$ cat src/rtl/perf_monitor_pkg.sv
// Shared constants and types for the performance-monitor snapshot path.
// Field offsets describe the default-sized {overrun, seq, deltas} word.
package perf_monitor_pkg;

  localparam int N_DEF      = 115;
  localparam int W_DEF      = 7;
  localparam int SEQ_W_DEF  = 8;
  localparam int DROP_W_DEF = 16;

  localparam int TDATA_W     = N_DEF * W_DEF + SEQ_W_DEF + 1;
  localparam int SEQ_LSB     = N_DEF * W_DEF;
  localparam int OVERRUN_BIT = TDATA_W - 1;

  typedef enum logic {
    ST_EMPTY = 1'b0,
    ST_FULL  = 1'b1
  } snap_state_e;

  function automatic int tdata_width(input int n, input int w, input int s);
    return n * w + s + 1;
  endfunction

endpackage

$ cat src/rtl/perf_delta_lane.sv
// One counter lane: baseline register plus modulo-2^W delta since that baseline.
// Wrap-around is handled implicitly by the truncating subtract.
module perf_delta_lane #(
  parameter int W = 7
) (
  input  logic         clk,
  input  logic         rst_n,
  input  logic [W-1:0] cnt,
  input  logic         load,
  output logic [W-1:0] delta
);

  logic [W-1:0] base;

  always_ff @(posedge clk or negedge rst_n) begin
    if (!rst_n)    base <= '0;
    else if (load) base <= cnt;
  end

  assign delta = cnt - base;

endmodule

$ cat src/rtl/perf_counter_snapshot_streamer.sv
// Snapshots wrapping event counters into delta words on a valid/ready stream,
// tagging each with a sequence number and an overrun flag for refused triggers.
module perf_counter_snapshot_streamer
  import perf_monitor_pkg::*;
#(
  parameter int INPUT_EVENT_BITMAP_WIDTH = N_DEF,
  parameter int COUNTER_WIDTH            = W_DEF,
  parameter int SEQ_WIDTH                = SEQ_W_DEF,
  parameter int DROP_WIDTH               = DROP_W_DEF
) (
  input  logic                                                  clk,
  input  logic                                                  rst_n,
  input  logic [INPUT_EVENT_BITMAP_WIDTH*COUNTER_WIDTH-1:0]     counters_flat,
  input  logic                                                  trigger,
  input  logic                                                  clear_baseline,
  output logic [INPUT_EVENT_BITMAP_WIDTH*COUNTER_WIDTH+SEQ_WIDTH:0] m_tdata,
  output logic                                                  m_tvalid,
  input  logic                                                  m_tready,
  output logic [DROP_WIDTH-1:0]                                 dropped_count
);

  localparam int N = INPUT_EVENT_BITMAP_WIDTH;
  localparam int W = COUNTER_WIDTH;

  snap_state_e state_q, state_d;

  logic [N-1:0][W-1:0]   deltas;
  logic [SEQ_WIDTH-1:0]  seq_q;
  logic                  pend_ovr_q;
  logic                  accept, refuse;

  // clear_baseline swallows a same-cycle trigger entirely (neither accepted nor dropped)
  assign accept = trigger && !clear_baseline && (state_q == ST_EMPTY || m_tready);
  assign refuse = trigger && !clear_baseline && state_q == ST_FULL && !m_tready;

  for (genvar g = 0; g < N; g++) begin : g_lane
    perf_delta_lane #(.W(W)) u_lane (
      .clk   (clk),
      .rst_n (rst_n),
      .cnt   (counters_flat[g*W +: W]),
      .load  (accept || clear_baseline),
      .delta (deltas[g])
    );
  end

  always_ff @(posedge clk or negedge rst_n) begin
    if (!rst_n) state_q <= ST_EMPTY;
    else        state_q <= state_d;
  end

  always_comb begin
    state_d  = state_q;
    m_tvalid = 1'b0;
    case (state_q)
      ST_EMPTY: begin
        if (accept) state_d = ST_FULL;
      end
      ST_FULL: begin
        m_tvalid = 1'b1;
        if (!accept && m_tready) state_d = ST_EMPTY;
      end
      default: state_d = ST_EMPTY;
    endcase
  end

  always_ff @(posedge clk or negedge rst_n) begin
    if (!rst_n) begin
      m_tdata    <= '0;
      seq_q      <= '0;
      pend_ovr_q <= 1'b0;
    end else begin
      if (accept) begin
        m_tdata <= {pend_ovr_q, seq_q, deltas};
        seq_q   <= seq_q + SEQ_WIDTH'(1);
      end
      if (clear_baseline || accept) pend_ovr_q <= 1'b0;
      else if (refuse)              pend_ovr_q <= 1'b1;
    end
  end

  always_ff @(posedge clk or negedge rst_n) begin
    if (!rst_n)
      dropped_count <= '0;
    else if (refuse && dropped_count != {DROP_WIDTH{1'b1}})
      dropped_count <= dropped_count + DROP_WIDTH'(1);
  end

endmodule

$ cat config.mk
export PLATFORM = sky130hd
export DESIGN_NAME = perf_counter_snapshot_streamer
export DESIGN_NICKNAME = d
export VERILOG_FILES = /design/src/rtl/perf_monitor_pkg.sv /design/src/rtl/perf_delta_lane.sv /design/src/rtl/perf_counter_snapshot_streamer.sv
export SDC_FILE = /design/constraint.sdc
export NUM_CORES = 2
export LEC_CHECK = 0
export ABC_AREA = 1
export BUFFER_PORTS_ARGS = -buffer_cell sky130_fd_sc_hd__buf_2
export CORE_AREA = 4 4 630 632
export DETAILED_ROUTE_END_ITERATION = 10
export DIE_AREA = 0 0 634 636
export PLACE_DENSITY = 0.44
export SLEW_MARGIN = 25
export SYNTH_ARGS = -nofsm -noshare
export SYNTH_HDL_FRONTEND = slang
export SYNTH_SLANG_ARGS = --single-unit
export TNS_END_PERCENT = 30
$ cat constraint.sdc
create_clock -name clk -period 4.1 [get_ports clk]
set_input_delay 1.025 -clock clk [delete_from_list [all_inputs] [get_ports clk]]
set_output_delay 1.025 -clock clk [all_outputs]
set_load 0.01 [all_outputs]
## Word level (Yosys, flattened, before mapping)

Cells that the tools add are included.

- Memories kept: 0
- Bits in writable memories: 0
- Bits of input ports: 810
- Register bits: 1,645
- Bits in read-only memories: 0
- Word-level logic and storage cells: 257
- Latch bits: 0
- Output and inout port bits: 831

- Bitwise logic cells: 1
- Multiplexer cells: 6
- Shift-type cells: 0
- Order comparisons: 0
- Reductions and logical operators: 12
- Equal/unequal tests: 1
- Add/sub/neg operators: 117
- $mul: 0
- Divide/modulo/power cells: 0

Operators with widths:

| cell | count |
|---|---|
| $sub 7x7->7 | 115 |
| $add 16x1->16 const B | 1 |
| $ne 16x16->1 const B | 1 |
| $add 8x1->8 const B | 1 |
| $logic_and 1x1->1 | 6 |
| $mux 1 | 5 |
| $logic_not 1->1 | 3 |
| $logic_or 1x1->1 | 2 |
| $pmux 1 s2 | 1 |
| $reduce_bool 2->1 | 1 |
| $not 1->1 | 1 |

## Longest topological paths before layout

- Depth in word-level cells: 7
- Gate-level depth with buffers: 11
- Mapped depth without buffers: 11

## Cells and area by module

A second synthesis with hierarchy kept.

- Cell total of the unflattened synthesis: 11,949
- Area total of the unflattened synthesis: 95,318.9 um2

By module, submodules not included:

| module | cells each | area each (um2) | sequential area each (um2) | instances |
|---|---|---|---|---|
| perf_delta_lane at g_lane[0].u_lane ... | 72 | 550.5 | 175.2 | 103 |
| perf_counter_snapshot_streamer | 3,626 | 31,880.6 | 21,020.2 | 1 |
| perf_delta_lane at g_lane[90].u_lane ... | 75 | 559.3 | 175.2 | 10 |
| perf_delta_lane at g_lane[9].u_lane | 82 | 584.3 | 175.2 | 1 |
| perf_delta_lane at g_lane[34].u_lane | 75 | 556.8 | 175.2 | 1 |

## Worst setup path after synthesis

No wires, ideal clock.

- Path type: input port to flip-flop
- Start point: input port counters_flat[161]
- End point: register m_tdata[167]
- Data arrival time: 2.093 ns
- Slack: 1.890 ns
- Library setup time: 0.117 ns
- Buffers on the path: 0
- Cell stages on the path: 10
- Path through: inv_1 > ha_1 > inv_1 > fa_1 > nand2_1 > nand3_1 > nand3_1 > nand3_1 > nand3_1 > nand2_1

- Longest elaborated chain between the ends: 1

Ends and longest elaborated chain:

| element | line | source |
|---|---|---|
| from (decl) | perf_counter_snapshot_streamer.sv:13 | `input logic [INPUT_EVENT_BITMAP_WIDTH*COUNTER_WIDTH-1:0] counters_flat,` |
| $sub 7x7->7 | perf_delta_lane.sv:20 | `assign delta = cnt - base;` |
| to (signal assigned) | perf_counter_snapshot_streamer.sv:73 | `m_tdata <= {pend_ovr_q, seq_q, deltas};` |
| to (decl) | perf_counter_snapshot_streamer.sv:16 | `output logic [INPUT_EVENT_BITMAP_WIDTH*COUNTER_WIDTH+SEQ_WIDTH:0] m_tdata,` |

No other way between the ends.
A chain may end at the register's enable or synchronous reset.

## Final worst setup path

- Start point: register m_tdata[184]
- End point: output port m_tdata[184]

No word-level cell between the ends.

==> impl_results.md <==
* Final setup margin at 1.31 ns
* Worst setup path class: flop to output port
* Reg2Reg Capture Point: g_lane[49].u_lane.base[0]
* Worst voltage drop across the vdd grid at 0.333 mV
* Fraction of the cycle the final worst path needs at 68.2%
* Worst setup path startpoint: m_tdata[184]
* Area share of the largest cell type after synthesis at 45.0%
* Clock latency on the worst-skew pair at 0.93 ns
* Most used DFF post-synth: sky130_fd_sc_hd__dfrtp_1
* Area used by multi-input combinational logic at 42600 um^2
* Max FO, Critical Path at 2
* Most utilized layer in the global route result: met2
* Post-place setup slack at 0.917 ns
* Result of the run: finished clean
* Critical Path End Type: output port
* Seq. cell area at 41200 um^2
* Slowest Stage Delay on Critical Path at 0.60 ns
* Post-CTS Resized at 0
* Met3 layer usage reported by global route at 5.38%
* DRT antenna net count at 0
* Vias per inst at 4.25
* Number of global-route vias before repair at 75800
* RSZ-0062 raised after global routing: no
* Worst hold path startpoint: counters_flat[27]
* CP Launch Type: flop
* Type of the tightest min-delay check: input port to flop
* Proportion of layout cells with a drive suffix above 1 at 16.3%
* Worst hold path cell count at 3
* Slew Limit Fails at 0
* Reg2reg setup slack at 1.85 ns
* Headroom to the max-slew limit at 22.5%
* CP max-delay cell: sky130_fd_sc_hd__dfrtp_1
* Area of the core at 391000 um^2
* Post-synthesis sequential element count at 1645
* Deepest clock path buffer count at 4
* Row count at 230
* H-tree Lvls at 4
* Antenna violations before repair at 325
* Crit path DAT at 1.77 ns
* Final-layout fill cell count at 42600
* Final Wtd Congestion at 0.883
* Root cell of the clock tree: sky130_fd_sc_hd__clkbuf_16
* Worst clock skew on the final layout at 0.0850 ns
* Cell type contributing the most total cell area after synthesis: sky130_fd_sc_hd__dfrtp_1
* Final routed wire length divided by cell count at 19.7 um
* Utilization after layout at 29.0%
* Post-route total power at 56.5 mW
* Final period demand of the worst path at 2.79 ns
* Final WL at 366 mm
* Summed instance area of the synthesized netlist at 91500 um^2
* Post-Syn Area per Cell at 7.98 um^2
* Via Count at 79000
* Net total in the final layout at 14700
* Total Negative Setup Slacks at 0 ns
* Beginning of the worst register-to-register path: state_q
* Post-layout instance count excluding filler cells at 18600
* Initial DRC Count at 4741
* Share of synthesized registers carrying an async set or reset at 100%
* Die area at 403000 um^2
* Gr ovfl total at 0
* WP buf/inv at 1
* TritonRoute pass-1 iters at 6
* Maximum number of pins on one net before global-route repair at 187
* CTS clock-pin slew for the worst setup and hold paths at 0.06 ns
* Final setup vio count at 0
* Total power density per cell area at 497 nW/um^2
* Cell area after placement at 106000 um^2
* Placed Instances at 18100
* Met2 usage at 30.5%
* Maximum clock frequency at 358 MHz
* Cell breakdown of the critical path: buf_2
* Hold violation count in the final report at 0
* Slew at the pin closest to its max-slew limit at 1.16 ns
* Clock tree from TritonCTS: yes
* Leakage Power at 61.2 nW
* CTS buffer count at 213
* Post-synthesis instance total at 11500
* Sequential element share of the synthesized area at 45.0%
* Top-count cell post-synth: sky130_fd_sc_hd__nand2_1
* Top-Level Pins at 1641
* Global-route total usage across every layer at 17.6%
* Yosys cell types at 25
* Required time reported for the critical path endpoint at 3.07 ns
* Met1 usage at 20.8%
* CTS Sinks at 1645
* Number of I/O port buffers at 1640
* Syn. warnings at 0
* Post-route cell area at 114000 um^2
* # DRC at 0
* Global-route wire length before repair at 530 mm
* Die extent in x at 634 um
* Leading post-synthesis cells by cell area: sky130_fd_sc_hd__dfrtp_1 (45%), sky130_fd_sc_hd__nand2_1 (16%), sky130_fd_sc_hd__ha_1 (9.5%), sky130_fd_sc_hd__inv_1 (6.5%), sky130_fd_sc_hd__nand3_1 (4.8%)
* Initial core utilization at 23.4%
* Max Cap Violations at 0
* Top delay family on crit path: flip-flops
* Dpl hpwl at 291 mm
* Worst slack on hold paths at 0.319 ns
* Top cells by instance count after synthesis: sky130_fd_sc_hd__nand2_1 (3781), sky130_fd_sc_hd__dfrtp_1 (1645), sky130_fd_sc_hd__inv_1 (1590)
* Number of cells on the worst reg-to-reg path at 8
* Worst Hold Path EP: g_lane[3].u_lane.base[6]
* P&R area growth vs syn at 24.2%
* Die span in y at 636 um
* Post-synth EDFFs at 0
* Post-Syn Nets at 13100
-- worst max-delay path by stage --
stage,endpoint,slack [ns],depth (start not counted)
floorplan,m_tdata[167],1.89,10
global placement,g_lane[45].u_lane.base[0],0.91,10
detailed placement,g_lane[44].u_lane.base[0],0.92,10
CTS,m_tdata[184],1.0,1
global route,m_tdata[184],1.11,1
finish,m_tdata[184],1.31,1
-- cells in the final DEF, fill, tap and decap left out, types with 19 or more instances in the layout --
cell	Yosys	routed
sky130_fd_sc_hd__bufinv_16	0	19
sky130_fd_sc_hd__fa_1	115	115
sky130_fd_sc_hd__clkinv_2	0	32
sky130_fd_sc_hd__buf_2	270	1639
sky130_fd_sc_hd__clkbuf_8	0	58
sky130_fd_sc_hd__a31oi_1	33	33
sky130_fd_sc_hd__clkbuf_1	64	50
sky130_fd_sc_hd__a21oi_1	493	493
sky130_fd_sc_hd__or2_2	43	43
sky130_fd_sc_hd__buf_12	0	57
sky130_fd_sc_hd__diode_2	0	81
sky130_fd_sc_hd__nor2_1	397	396
sky130_fd_sc_hd__dfrtp_1	1645	1645
sky130_fd_sc_hd__nand4_1	86	86
sky130_fd_sc_hd__nand2_1	3781	3779
sky130_fd_sc_hd__o21ai_0	809	809
sky130_fd_sc_hd__xnor2_1	170	170
sky130_fd_sc_hd__nand3b_1	76	76
sky130_fd_sc_hd__inv_1	1590	1590
sky130_fd_sc_hd__clkbuf_16	0	213
sky130_fd_sc_hd__nand3_1	885	885
sky130_fd_sc_hd__xor2_1	122	122
sky130_fd_sc_hd__buf_4	26	78
sky130_fd_sc_hd__ha_1	692	692
sky130_fd_sc_hd__o21ai_1	163	162
-- what timing repair did --
item	CTS	global route
hold buffers	1	0
hold endpoints to repair	1	0
buffers inserted	0	0
-- registers in the layout, indices dropped and copies added (netlist names) --
signal / cells
seq_q: 8
m_tdata: 814
dropped_count: 16
state_q: 1
pend_ovr_q: 1
g_lane.u_lane.base: 805
-- where the power goes --
part	internal [mW]	leakage [nW]	total, mW	switching (mW)
clock	11.8	3.59	19.9	8.05
sequential	19.1	19.9	20.9	1.81
combinational	5.65	37.7	15.7	10.0
total	36.6	61.2	56.5	19.9
-- kinds of logic (layout without fill, tap and decap cells) --
family | count (synthesis) | in the layout | share of synthesized area (%)
other | 0 | 81 | 0
and+or+nand+nor | 5270 | 5270 | 23.5
adders and majority gates | 807 | 807 | 12.0
buffers and inverters | 1965 | 3752 | 8.54
AOI/OAI and AO/OA | 1498 | 1498 | 8.23
xor gates and xnor gates | 292 | 292 | 2.79
DFF | 1645 | 1645 | 45.0
-- layout make-up --
cell class / count / area share [%]
antenna: 81 / 0.178
clock buffer: 321 / 5.56
clock inverter: 65 / 0.839
inverter: 1591 / 5.26
multi-input combinational: 7867 / 37.5
sequential: 1645 / 36.2
tap: 5220 / 5.75
timing repair buffer: 1775 / 8.74
-- metal layers --
| layer | share of wire, % | vias to the layer above |
|---|---|---|
| met3 | 7.2 | 846 |
| met4 | 3.2 | 170 |
| li1 | - | 39600 |
| met1 | 41 | 36500 |
| met5 | 0.30 | - |
| met2 | 49 | 1869 |
(Power assumes the default switching activity.)
